<file path="config.mk">
export PLATFORM = sky130hd
export DESIGN_NAME = ab_solver
export DESIGN_NICKNAME = d
export VERILOG_FILES = /design/src/rtl/ab_solver.sv
export SDC_FILE = /design/constraint.sdc
export NUM_CORES = 1
export LEC_CHECK = 0
export BUFFER_PORTS_ARGS = -buffer_cell sky130_fd_sc_hd__buf_4
export CORE_UTILIZATION = 40
export DETAILED_ROUTE_END_ITERATION = 6
export GPL_TIMING_DRIVEN = 0
export PLACE_DENSITY = 0.63
export RECOVER_POWER = 50
export SKIP_LAST_GASP = 1
export SLEW_MARGIN = 15
export SYNTH_ARGS = -nofsm -noshare
export SYNTH_HDL_FRONTEND = slang
export SYNTH_SLANG_ARGS = --single-unit
</file>
<file path="constraint.sdc">
create_clock -name clk -period 19.4 [get_ports clk]
set_input_delay 4.85 -clock clk [delete_from_list [all_inputs] [get_ports clk]]
set_output_delay 4.85 -clock clk [all_outputs]
set_load 0.05 [all_outputs]
</file>
<file path="src/rtl/ab_solver.sv">
// Guesser for the 1A2B game. It walks the BCD candidates in ascending order and presents the first one consistent with all stored feedback.
// Latency: one candidate per clock in SEARCH, and an accept registers the guess on the next edge. There is no backpressure: the guess is held until fb_valid.
module ab_solver #(
    parameter int          MAX_HIST   = 10,
    parameter logic [15:0] FIRST_CAND = 16'h0123
) (
    input  logic        clk,
    input  logic        rst_n,
    input  logic        start,
    input  logic        fb_valid,
    input  logic [2:0]  fb_a,
    input  logic [2:0]  fb_b,
    output logic [15:0] guess,
    output logic        guess_valid,
    output logic        busy,
    output logic        solved,
    output logic        fail,
    output logic [3:0]  guess_count
);

    typedef enum logic [2:0] {
        S_IDLE,
        S_SEARCH,
        S_PRESENT,
        S_DONE,
        S_FAIL
    } state_t;

    localparam logic [15:0] LAST_CAND = 16'h9876;
    localparam logic [3:0]  HIST_MAX  = 4'(MAX_HIST);

    state_t      state, state_nxt;
    logic [15:0] cand;
    logic [3:0]  hist_cnt;
    logic [15:0] hist_guess [MAX_HIST];
    logic [2:0]  hist_a     [MAX_HIST];
    logic [2:0]  hist_b     [MAX_HIST];
    logic        cand_ok;
    logic        fb_illegal;
    logic        hist_push;

    function automatic logic bcd_legal(input logic [15:0] w);
        logic ok;
        ok = 1'b1;
        for (int i = 0; i < 4; i++) begin
            if (w[4*i +: 4] > 4'd9) ok = 1'b0;
            for (int j = i + 1; j < 4; j++)
                if (w[4*i +: 4] == w[4*j +: 4]) ok = 1'b0;
        end
        return ok;
    endfunction

    // The result is {A, B}. Both words are assumed to have distinct digits.
    function automatic logic [5:0] score(input logic [15:0] x, input logic [15:0] y);
        logic [2:0] a;
        logic [2:0] b;
        a = 3'd0;
        b = 3'd0;
        for (int i = 0; i < 4; i++)
            for (int j = 0; j < 4; j++)
                if (x[4*i +: 4] == y[4*j +: 4]) begin
                    if (i == j) a = a + 3'd1;
                    else        b = b + 3'd1;
                end
        return {a, b};
    endfunction

    function automatic logic [15:0] bcd_inc(input logic [15:0] w);
        logic [15:0] r;
        logic        carry;
        r     = w;
        carry = 1'b1;
        for (int i = 0; i < 4; i++) begin
            if (carry) begin
                if (w[4*i +: 4] >= 4'd9) begin
                    r[4*i +: 4] = 4'd0;
                end else begin
                    r[4*i +: 4] = w[4*i +: 4] + 4'd1;
                    carry       = 1'b0;
                end
            end
        end
        return r;
    endfunction

    // Every live history entry is checked against the candidate in the same cycle.
    always_comb begin
        cand_ok = bcd_legal(cand);
        for (int h = 0; h < MAX_HIST; h++)
            if (4'(h) < hist_cnt && score(cand, hist_guess[h]) != {hist_a[h], hist_b[h]})
                cand_ok = 1'b0;
    end

    assign fb_illegal = (fb_a > 3'd4) || (fb_b > 3'd4) ||
                        (({1'b0, fb_a} + {1'b0, fb_b}) > 4'd4) ||
                        (fb_a == 3'd3 && fb_b == 3'd1);

    always_ff @(posedge clk or negedge rst_n) begin
        if (!rst_n) state <= S_IDLE;
        else        state <= state_nxt;
    end

    always_comb begin
        state_nxt = state;
        hist_push = 1'b0;
        case (state)
            S_IDLE, S_DONE, S_FAIL: begin
                if (start) state_nxt = S_SEARCH;
            end
            S_SEARCH: begin
                if (cand_ok)                 state_nxt = S_PRESENT;
                else if (cand == LAST_CAND)  state_nxt = S_FAIL;
            end
            S_PRESENT: begin
                if (fb_valid) begin
                    if (fb_illegal)                                    state_nxt = S_FAIL;
                    else if (fb_a == 3'd4)                             state_nxt = S_DONE;
                    else if (hist_cnt == HIST_MAX || guess == LAST_CAND) state_nxt = S_FAIL;
                    else begin
                        state_nxt = S_SEARCH;
                        hist_push = 1'b1;
                    end
                end
            end
            default: state_nxt = S_IDLE;
        endcase
    end

    always_ff @(posedge clk or negedge rst_n) begin
        if (!rst_n) begin
            guess       <= 16'heeee;
            cand        <= FIRST_CAND;
            hist_cnt    <= 4'd0;
            guess_count <= 4'd0;
        end else begin
            case (state)
                S_IDLE, S_DONE, S_FAIL: begin
                    if (start) begin
                        guess       <= 16'heeee;
                        cand        <= FIRST_CAND;
                        hist_cnt    <= 4'd0;
                        guess_count <= 4'd0;
                    end
                end
                S_SEARCH: begin
                    if (cand_ok) begin
                        guess       <= cand;
                        guess_count <= (guess_count == 4'd15) ? 4'd15 : guess_count + 4'd1;
                    end else if (cand != LAST_CAND) begin
                        cand <= bcd_inc(cand);
                    end
                end
                S_PRESENT: begin
                    if (hist_push) begin
                        hist_cnt <= hist_cnt + 4'd1;
                        cand     <= bcd_inc(guess);
                    end
                end
                default: ;
            endcase
        end
    end

    // History storage needs no reset, because entries at or above hist_cnt are ignored.
    always_ff @(posedge clk) begin
        if (hist_push) begin
            hist_guess[hist_cnt] <= guess;
            hist_a[hist_cnt]     <= fb_a;
            hist_b[hist_cnt]     <= fb_b;
        end
    end

    assign guess_valid = (state == S_PRESENT);
    assign busy        = (state == S_SEARCH) || (state == S_PRESENT);
    assign solved      = (state == S_DONE);
    assign fail        = (state == S_FAIL);

endmodule

</file>
# Word level (Yosys, flattened, before mapping)
# Memory sizes are Yosys's and may differ from the RTL's.
# Cells that the tools add are included.
dict set report op_classes {
  addsub 151
  n_lt_le_gt_ge 25
  eq_ne 198
  mux 248
  n_reduce_logical 28
}
# op count
set op_table {}
lappend op_table {{equality test 4 bit} 166}
lappend op_table {{two-way mux 3 bit} 147}
lappend op_table {{adder 3 x 1 -> 3 bit, second input constant} 140}
lappend op_table {{two-way mux 16 bit} 6}
lappend op_table {{two-way mux 1 bit} 72}
lappend op_table {{two-way mux 4 bit} 18}
lappend op_table {{!= test 6 bit} 10}
lappend op_table {{case mux 16 bit (3 select lines)} 1}
lappend op_table {{adder 4 x 1 -> 4 bit, second input constant} 10}
lappend op_table {{equality test 16 bit, second input constant} 2}
lappend op_table {{greater-or-equal comparator 4 bit, second input constant} 8}
lappend op_table {{case mux 16 bit (2 select lines)} 1}
lappend op_table {{AND reduction 6 bit} 3}
lappend op_table {{greater-than comparator 4 bit, second input constant} 4}
lappend op_table {{less-than comparator 3 x 4 -> 1 bit, first input constant} 4}
lappend op_table {{!= test 16 bit, second input constant} 1}
lappend op_table {{!= test 2 bit, second input constant} 8}
lappend op_table {{case mux 4 bit (2 select lines)} 2}
lappend op_table {{logical AND 1 bit} 11}
lappend op_table {{equality test 3 x 2 -> 1 bit, second input constant} 3}
lappend op_table {{case mux 3 bit (3 select lines)} 1}
lappend op_table {{AND reduction 3 bit} 3}
lappend op_table {{equality test 4 bit, second input constant} 2}
lappend op_table {{less-than comparator 1 x 4 -> 1 bit, first input constant} 2}
lappend op_table {{other kinds (15)} 25}
dict set report totals {
  ff_bits 43
  ramBits 220
  in_bits 10
  output_inout_bits 24
  elab_cells 661
  n_memories 3
}
# memory depth width read_ports rd_clocked_by_memory_dff wr line_no
set memory_table {}
lappend memory_table {hist_guess 10 16 10 0 1 35} ;# logic [15:0] hist_guess [MAX_HIST];
lappend memory_table {hist_a 10 3 10 0 1 36} ;# logic [2:0] hist_a [MAX_HIST];
lappend memory_table {hist_b 10 3 10 0 1 37} ;# logic [2:0] hist_b [MAX_HIST];

# Depth between registers and ports, before layout
# Gate-level depths: netlist of the first run.
# An unclocked memory read counts as a cell.
dict set report logic_depth {
  ltp_word 51
  ltp_mapped 51
  mapped_depth_nobuf 44
}

# Least setup slack after synthesis of the first run
# No wires, ideal clock.
dict set report synth_timing {
  kind {reg2reg}
  from {register cand[0]}
  to {register guess_count[3]}
  setup_time_ns 0.087
  t_arrival_ns 9.038
  t_required_ns 19.313
  setup_slack_ns 10.275
  stages_incl_launch_ff 44
  n_path_buf 5
  period_less_slack_ns 9.125
  path_cell_list {dfstp_2 -> buf_2 -> buf_1 -> buf_1 -> xnor2_1 -> and4_1 -> ha_1 -> xor2_1 -> ha_1 -> mux2_2 -> ha_1 -> nand2b_1 -> o21a_1 -> ha_1 -> mux2_2 -> o31a_1 -> ha_1 -> mux2_2 -> (+8 left out) -> nand2_1 -> o31ai_1 -> o21ai_1 -> inv_1 -> ha_1 -> inv_1 -> nor2_1 -> xor2_1 -> xnor2_1 -> xnor2_1 -> a221o_1 -> nor4_1 -> and4b_1 -> and4_1 -> buf_6 -> buf_6 -> a41oi_1 -> a211oi_2}
}
dict set report synth_between {
  elab_chain_cells 38
  elab_cells_between_ends 386
  classes_between {add/sub: 140; order compare: 1; eq/ne: 54; mux: 180; reduce/logical: 11}
}
# element line_no
set synth_rtl {}
lappend synth_rtl {{start: declaration} 33} ;# logic [15:0] cand;
lappend synth_rtl {{start signal: assignment} 150} ;# cand <= bcd_inc(cand);
lappend synth_rtl {{start signal: assignment} 156} ;# cand <= bcd_inc(guess);
lappend synth_rtl {{equality test 4 bit} 61} ;# if (x[4*i +: 4] == y[4*j +: 4]) begin
lappend synth_rtl {{two-way mux 1 bit} 61}
lappend synth_rtl {{adder 3 x 1 -> 3 bit} 63} ;# else b = b + 3'd1;
lappend synth_rtl {{two-way mux 3 bit} 61}
lappend synth_rtl {{adder 3 x 1 -> 3 bit} 63}
lappend synth_rtl {{two-way mux 3 bit} 61}
lappend synth_rtl {{adder 3 x 1 -> 3 bit} 63}
lappend synth_rtl {{two-way mux 3 bit} 61}
lappend synth_rtl {{(+14 left out)} -}
lappend synth_rtl {{adder 3 x 1 -> 3 bit} 63}
lappend synth_rtl {{two-way mux 3 bit} 61}
lappend synth_rtl {{!= test 6 bit} 90} ;# if (4'(h) < hist_cnt && score(cand, hist_guess[h]) != {hist_a[h], hist_b[h]})
lappend synth_rtl {{logical AND 1 bit} 90}
lappend synth_rtl {{two-way mux 1 bit (9 in series)} 90}
lappend synth_rtl {{two-way mux 1 bit (*)} 90}
lappend synth_rtl {{!= test 2 bit (no source line) (*)} -}
lappend synth_rtl {{AND reduction 3 bit (no source line) (*)} -}
lappend synth_rtl {{end signal: assignment} 148} ;# guess_count <= (guess_count == 4'd15) ? 4'd15 : guess_count + 4'd1;
lappend synth_rtl {{end: declaration} 18} ;# output logic [3:0] guess_count
# Every way passes the cells marked *; elsewhere a longest branch is shown, timed or not.
# A chain may end at the register's enable or synchronous reset.

# Worst setup path after layout of the first run
dict set report layout_timing {
  from {register cand[0]}
  to {register guess_count[2]}
}
# The elaborated chain is that of the path after synthesis.

==> results of run 1 <==
kinds of logic after synthesis:
logic type               share of synthesized area [%]
AO/OA/AOI/OAI                                    6.775
XOR/XNOR                                         33.64
adder cells (fa/ha/maj)                          8.343
buffers and inverters                            4.656
flip-flops                                       29.25
multiplexers                                     2.836
AND/OR/NAND/NOR                                  14.50
power by group through the flow:
stage	registers [mW]	clock network [mW]	logic [mW]
6_report	0.767	0.614	3.05
3_3_place_gp	0.769	0	2.85
4_1_cts	0.759	0.609	2.99
5_1_grt	0.762	0.629	3.26
3_5_place_dp	0.770	0	2.97
2_1_floorplan	0.740	0	2.11
placed cells by master, fill, tap and decap left out, types with 8 or more instances in the layout:
cell type,count
nor4_4,11
xnor3_1,21
a31oi_1,8
ha_1,174
dfstp_1,12
nor2b_1,14
buf_6,8
mux2i_1,42
mux2_2,29
nand3_1,33
buf_2,54
edfxtp_1,220
o21a_1,14
buf_4,25
clkbuf_16,35
o22ai_1,8
clkinv_1,9
inv_1,138
xnor2_1,435
nor4_1,51
clkbuf_1,70
o21ai_0,50
nor3_1,42
o31ai_1,16
nand4_1,68
and4_1,31
nor2_1,100
nand2b_1,18
a211oi_1,11
and2_1,18
a21oi_1,62
o211ai_1,9
nor4_2,41
nand2_1,191
xor2_1,490
dfrtp_1,27
buf_1,24
through the flow:
| stage | util (%) | hold slack (ns) | std cells | area, um^2 | total power, mW |
|---|---|---|---|---|---|
| after floorplan | - | 0.5798 | 2682 | 26340 | 2.848 |
| after global placement | 42.73 | 0.5597 | 3569 | 27650 | 3.623 |
| after detailed placement | 42.88 | 0.5815 | 3570 | 27740 | 3.736 |
| after CTS | 44.48 | 0.5966 | 3631 | 28780 | 4.353 |
| after global routing | 44.42 | 0.6290 | 3632 | 28740 | 4.654 |
| final | 44.42 | 0.6031 | 3632 | 28740 | 4.433 |
critical path, delay by kind of cell, from the launching register on:
family | cells | cell delay [ns]
simple gates | 8 | 1.93
mux | 5 | 1.44
buf+inv | 5 | 2.13
compound gates | 8 | 1.90
fa+ha+maj | 10 | 2.65
flops | 1 | 0.61
xor+xnor | 5 | 0.84
synth_stat cells (7+ instances only):
cell	count	share of area (%)
ha_1	174	8.3
nand3_1	33	0.63
a21oi_1	62	1.2
o31ai_1	16	0.46
nor4_2	26	1.2
nor2b_1	14	0.33
nor4_4	11	0.89
dfstp_2	16	1.6
buf_2	44	0.84
nand3b_1	7	0.20
buf_6	8	0.34
xnor3_1	21	1.8
and4_1	31	1.0
nand2_1	191	2.7
clkbuf_1	45	0.64
a21o_1	7	0.20
buf_1	34	0.48
edfxtp_1	220	25
mux2_2	29	1.2
buf_4	12	0.34
o21ai_1	7	0.13
o21ai_0	50	0.95
a211oi_1	11	0.31
xor2_1	490	16
xnor2_1	435	14
dfrtp_1	27	2.6
inv_1	138	2.0
nor4_1	66	1.6
mux2i_1	42	1.6
o22ai_1	8	0.19
o211ai_1	9	0.26
nand4_1	68	1.6
nor3b_1	7	0.20
o21a_1	14	0.40
nor3_1	42	0.80
nor2_1	101	1.4
nand2b_1	18	0.43
and2_1	19	0.45
a31oi_1	8	0.19
area by class of cell:
| type | instances | area [um^2] |
|---|---|---|
| diodes | 1 | 2.502 |
| plain buffers | 143 | 713.2 |
| clock buffers | 46 | 937.1 |
| clock inverters | 15 | 96.34 |
| fillers | 6116 | 35960 |
| inverters | 141 | 529.3 |
| multi-input cells | 2135 | 17500 |
| flip-flops and latches | 263 | 7702 |
| well taps | 855 | 1070 |
| repair buffers | 33 | 183.9 |
worst paths after layout:
path	cells after the start	to	slack [ns]	startpoint
worst max-delay path	41	guess_count[2]$_DFFE_PN0P_	7.82	cand[0]$_DFFE_PN1P_
worst min-delay path	1	guess_count[0]$_DFFE_PN0P_	0.60	guess_count[0]$_DFFE_PN0P_
worst max register to register	41	guess_count[2]$_DFFE_PN0P_	7.82	cand[0]$_DFFE_PN1P_
worst min register to register	1	guess_count[0]$_DFFE_PN0P_	0.60	guess_count[0]$_DFFE_PN0P_
max in group asynchronous	1	cand[3]$_DFFE_PN0P_	12.67	rst_n
min in group asynchronous	1	state[2]$_DFFE_PN0P_	5.15	rst_n
sequential cells by signal (all words and copies together), names as in the netlist:
signal / flops
hist_guess: 160
hist_cnt: 4
state: 3
guess: 16
guess_count: 4
cand: 16
hist_b: 30
hist_a: 30
metal layers:
| metal | vias up | routed length, um | track usage, % |
|---|---|---|---|
| li1 | 9408 | - | - |
| met1 | 10560 | 38370 | 36.57 |
| met2 | 1202 | 41710 | 44.11 |
| met3 | 326 | 11080 | 7.267 |
| met4 | 2 | 6439 | 17.04 |
| met5 | - | 18 | 0 |
==> metrics.md, run 1 <==
| Metric | Value |
|---|---|
| Initial DRC count | `between 2,000 and 2,500` |
| Synth Cell Area | `26,340 um^2` |
| Antenna violations before repair | `11` |
| WP data arrival | `12.03 ns` |
| Pleak | `approximately 11 nW` |
| Syn_area_per_cell | `about 9.8 um^2` |
| GRT Residual Overflow | `0` |
| Synth warn | `0` |
| Clk pwr share | `between 10% and 20%` |
| Net count after synthesis | `2,867` |
| Internal cell power | `~2.2 mW` |
| DR vias | `21,490` |
| Max-cap violation count | `7` |
| Switching Power | `roughly 2.3 mW` |
| Required time of the critical path | `19.85 ns` |
| Nets | `between 2,000 and 3,000` |
| Post-Route Setup TNS | `0 ns` |
| Reg clk slew, reported paths | `roughly 0.05 ns` |
| Crit path time final | `between 10 and 15 ns` |
| Sw Ratio | `between 50% and 60%` |
| Relative slew slack | `-82.55%` |
| CTS Hold Buffers Added | `0` |
| Via density | `around 5.9` |
| CTS tree | `done` |
| Insertion delay of the later-clocked pin in the worst-skew pair | `0.56 ns` |
| Share of cells above drive strength 1 | `8.898%` |
| # DRC | `0` |
| DP HPWL | `between 60,000 and 70,000 um` |
| RSZ-0062 raised after global routing | `false` |
| Outcome | `complete, but fails checks` |
| Register area share after synthesis | `29.25%` |
| Post-CTS Setup Inserts | `0` |
| Worst Hold Class | `reg -> reg` |
| I/O pin count | `34` |
| Synthesis-to-layout area growth | `9.127%` |
| Seq cells post-synth | `between 200 and 300` |
| Power density over the cells | `between 150 and 200 nW/um^2` |
| Initial Util | `between 40% and 50%` |
| Clk root buf | `clkbuf_16` |
| Final WS setup | `a little under 8 ns` |
| CTS H-tree depth | `2` |
| Worst-Margin Slew | `2.738 ns` |
| TritonCTS buffer count | `34` |
| Die area | `approximately 67,000 um^2` |
| Gpl congestion | `just under 1` |
| GRT Resource Usage Total | `28.79%` |
| Async set-or-reset flop fraction in the synthesized netlist | `around 16%` |
| CP startpoint kind | `register` |
| Period utilization | `between 50% and 60%` |
| Slew Limit Fails | `about 130` |
| Antenna-violating nets left | `0` |
| Failing checks | `capacitance limit, slew limit` |
| Pre-CTS setup slack | `roughly 8.0 ns` |
| Most used cell, CP | `ha_1` |
| First-pass GRT wire length | `139,600 um` |
| Finish-stage setup viols | `0` |
| Max Freq | `between 80 and 90 MHz` |
| EDFF count, synth | `220` |
| Vias in the first global route | `between 20,000 and 25,000` |
| WL per Instance | `between 20 and 30 um` |
| Crit-path max FO | `10` |
| DIE WIDTH | `between 200 and 300 um` |
| Total wire length | `around 98,000 um` |
| Std-Cell Core Area | `about 65,000 um^2` |
| Worst path max stage delay | `0.86 ns` |
| Maximum VDD drop | `slightly above 0.00009 V` |
| CP Capture Type | `register` |
| Post-Syn Instances | `between 2,000 and 3,000` |
| Top_reg_cell synth | `edfxtp_1` |
| Setup Skew | `roughly 0.023 ns` |
| Die Y | `about 260 um` |
| TritonRoute pass-1 iters | `5` |
| PostCTS Resize Cnt | `0` |
| Crit-path slowest cell | `nor3_1` |
| Gate power share | `68.9%` |
| Largest net degree at the start of global routing | `44` |
| Longest Clk Path Bufs | `3` |
| Sink Count | `between 200 and 300` |
| Reg power frac | `roughly 17%` |
| Port Buffers | `32` |
| Site row count | `93` |
| Synth cell types | `94` |
| Final hold vios | `0` |
| WS Path Type | `reg -> reg` |
(Power assumes the default switching activity.)
==> inputs of run 2 (changes only) <==
PLACE_DENSITY = 0.65   (was 0.63)
clock period = 10.55 ns   (was 19.4 ns; I/O delays follow)
==> metrics.md, run 2 (synthesis results as in run 1) <==
| Metric | Value |
|---|---|
| Reg2Reg Depth | `41 (unchanged)` |
| Most used cell, CP | `ha_1` |
| Sw Ratio | `49.93% (-1.4 points)` |
| Flop2flop setup slack | `0.31 ns (-7.51 ns)` |
| Maximum VDD drop | `0.0002007 V (+120%)` |
| RSZ-0062 raised after global routing | `false` |
| TritonCTS buffer count | `34 (unchanged)` |
| Largest Register | `hist_guess` |
| Hold endpoint | `guess_count[0]$_DFFE_PN0P_` |
| Max Freq | `97.68 MHz (+13%)` |
| Nets | `2,934 (-0.068%)` |
| Insertion delay of the later-clocked pin in the worst-skew pair | `0.56 ns (about the same)` |
| Largest regs | `hist_guess x160, hist_a x30, hist_b x30` |
| CP startpoint kind | `register` |
| Final hold vios | `0 (unchanged)` |
| Via density | `5.768 (-2.5%)` |
| Antenna-violating nets left | `0 (unchanged)` |
| TritonRoute pass-1 iters | `6 (+1)` |
| Crit-path max FO | `19 (+9)` |
| Largest register FFs | `160 (unchanged)` |
| Finish-stage setup viols | `0 (unchanged)` |
| Non-filler instance count after layout | `3,631 (-0.028%)` |
| Initial DRC count | `2,803 (+16%)` |
| DR vias | `20,940 (-2.6%)` |
| Met2 Use GR | `39.94% (-4.2 points)` |
| Std-Cell Core Area | `64,700 um^2 (unchanged)` |
| Failing checks | `capacitance limit, slew limit` |
| I/O pin count | `34 (unchanged)` |
| Met3 usage | `6.553% (-0.71 points)` |
| Hold Crit Start | `guess_count[0]$_DFFE_PN0P_` |
| Synthesis-to-layout area growth | `9.550%` |
| CTS H-tree depth | `2 (unchanged)` |
| Reg clk slew, reported paths | `0.06 ns (about the same)` |
| GR Util met1 | `34.96% (-1.6 points)` |
| Pwr Total | `7.991 mW (+80%)` |
| CTS tree | `done` |
| First-pass GRT wire length | `129,300 um (-7.4%)` |
| Switching Power | `3.989 mW (+75%)` |
| Post-CTS Setup Inserts | `0 (unchanged)` |
| Longest Clk Path Bufs | `3 (unchanged)` |
| Vias in the first global route | `19,760 (-5.7%)` |
| Crit path time final | `10.24 ns (-1.342 ns)` |
| GRT Resource Usage Total | `26.37% (-2.4 points)` |
| Commonest cells after routing, fill and taps aside | `xor2_1 (490), xnor2_1 (435), edfxtp_1 (220), nand2_1 (191), ha_1 (174)` |
| DP HPWL | `61,880 um (-7.7%)` |
| WL per Instance | `24.69 um (-8.1%)` |
| Die area | `66,870 um^2 (unchanged)` |
| Antenna violations before repair | `3 (-8)` |
| CTS Hold Buffers Added | `0 (unchanged)` |
| Placed insts | `3,571 (+0.028%)` |
| Largest net degree at the start of global routing | `44 (unchanged)` |
| Max-cap violation count | `6 (-1)` |
| Period utilization | `97.04% (+37 points)` |
| Internal cell power | `4.001 mW (+85%)` |
| Power density over the cells | `277.0 nW/um^2 (+80%)` |
| CP Capture Type | `register` |
| Worst path max stage delay | `0.48 ns (-0.38 ns)` |
| Clk root buf | `clkbuf_16` |
| Total wire length | `89,660 um (-8.2%)` |
| Gpl congestion | `0.9634 (-1.1%)` |
| DIE WIDTH | `258.6 um (unchanged)` |
| Crit-path slowest cell | `dfrtp_1` |
| WP data arrival | `10.67 ns (-1.36 ns)` |
| Worst Hold Class | `reg -> reg` |
| Initial Util | `40.71% (unchanged)` |
| Share of cells above drive strength 1 | `9.153% (+0.26 points)` |
| WS Path Type | `reg -> reg` |
| Critical R2R Launch | `cand[2]$_DFFE_PN0P_` |
| Gate power share | `67.8% (-1.1 points)` |
| # DRC | `0 (unchanged)` |
| Relative slew slack | `-70.89% (+12 points)` |
| Die Y | `258.6 um (unchanged)` |
| Most common cell after layout, fill and taps aside | `xor2_1` |
| Pleak | `11.25 nW (+0.49%)` |
| Sink Count | `263 (unchanged)` |
| Site row count | `93 (unchanged)` |
| Outcome | `complete, but fails checks` |
| Worst-Margin Slew | `2.563 ns (-0.1749 ns)` |
| Hold Path Stages | `1 (unchanged)` |
| GRT Residual Overflow | `0 (unchanged)` |
| Critical R2R Capture | `cand[7]$_DFFE_PN0P_` |
| Clk pwr share | `14.6% (+0.7 points)` |
| Slew Limit Fails | `117 (-11%)` |
| Busiest layer in global routing | `met2` |
| Setup Skew | `0.02356 ns (+0.0006902 ns)` |
| Reg power frac | `17.6% (+0.3 points)` |
| Port Buffers | `32 (unchanged)` |
| Required time of the critical path | `10.98 ns (-8.87 ns)` |
[run 2: cell count changes in the layout (fill, tap and decap cells not counted), sizes merged]
cell | before | now
clkinv | 13 | 11
buf | 112 | 108
clkbuf | 110 | 115
[run 2: worst max-delay path by stage]
stage / from / to / slack (ns) / cells past startpoint
after floorplan: cand[0]$_DFFE_PN1P_ / guess_count[3]$_DFFE_PN0P_ / 1.42 / 43
after global placement: cand[0]$_DFFE_PN1P_ / cand[7]$_DFFE_PN0P_ / -0.96 / 42
after detailed placement: cand[0]$_DFFE_PN1P_ / cand[7]$_DFFE_PN0P_ / -0.96 / 42
after CTS: cand[2]$_DFFE_PN0P_ / cand[7]$_DFFE_PN0P_ / 0.01 / 42
after global routing: cand[2]$_DFFE_PN0P_ / cand[10]$_DFFE_PN0P_ / 0.06 / 41
final: cand[2]$_DFFE_PN0P_ / cand[7]$_DFFE_PN0P_ / 0.31 / 41
[run 2: repair_timing]
action	4_1_cts	5_1_grt
endpoints found under the setup margin	39	39
cloned	0	0
gates resized for setup	23	26
endpoints found under the hold margin	0	0
[run 2: routing by layer]
layer,vias to the layer above,wire length (um)
met5,-,0
met4,0,4861
met3,286,10700
met2,1189,38170
met1,10050,35930
li1,9416,-
[run 2: critical path: cells and delay by family (launching register included)]
kind	cells	cell delay, ns
and+or+nand+nor	9	1.84
muxes	5	1.40
AOI/OAI and AO/OA	7	1.33
xor gates and xnor gates	5	0.94
buffers and inverters	5	1.42
DFF	1	0.48
adders and majority gates	10	2.65
[run 2: cell type report]
type | count | area, um^2
repair buffers | 35 | 206.4
flip-flops and latches | 263 | 7702
diodes | 1 | 2.502
multi-input cells | 2135 | 17520
plain buffers | 139 | 734.5
well taps | 855 | 1070
fillers | 6261 | 35850
clock buffers | 49 | 1001
inverters | 141 | 529.3
clock inverters | 13 | 85.08
[run 2: power groups by stage]
stage	sequential [mW]	clock (mW)	combinational, mW
2_1_floorplan	1.36	0	3.88
5_1_grt	1.40	1.20	5.85
4_1_cts	1.39	1.16	5.31
6_report	1.41	1.17	5.42
3_3_place_gp	1.41	0	5.18
3_5_place_dp	1.41	0	5.28
[run 2: per-stage QoR]
step           instance area, um^2  setup TNS, ns  worst slack [ns]  utilization, %  hold slack (ns)
2_1_floorplan                26340              0             1.425               -           0.5798
3_3_place_gp                 27650         -28.42           -0.9577           42.73           0.5652
3_5_place_dp                 27750         -28.84           -0.9551           42.89           0.5692
4_1_cts                      28890              0           0.01233           44.65           0.5838
5_1_grt                      28850              0           0.05622           44.59           0.6313
6_report                     28850              0            0.3120           44.59           0.5912
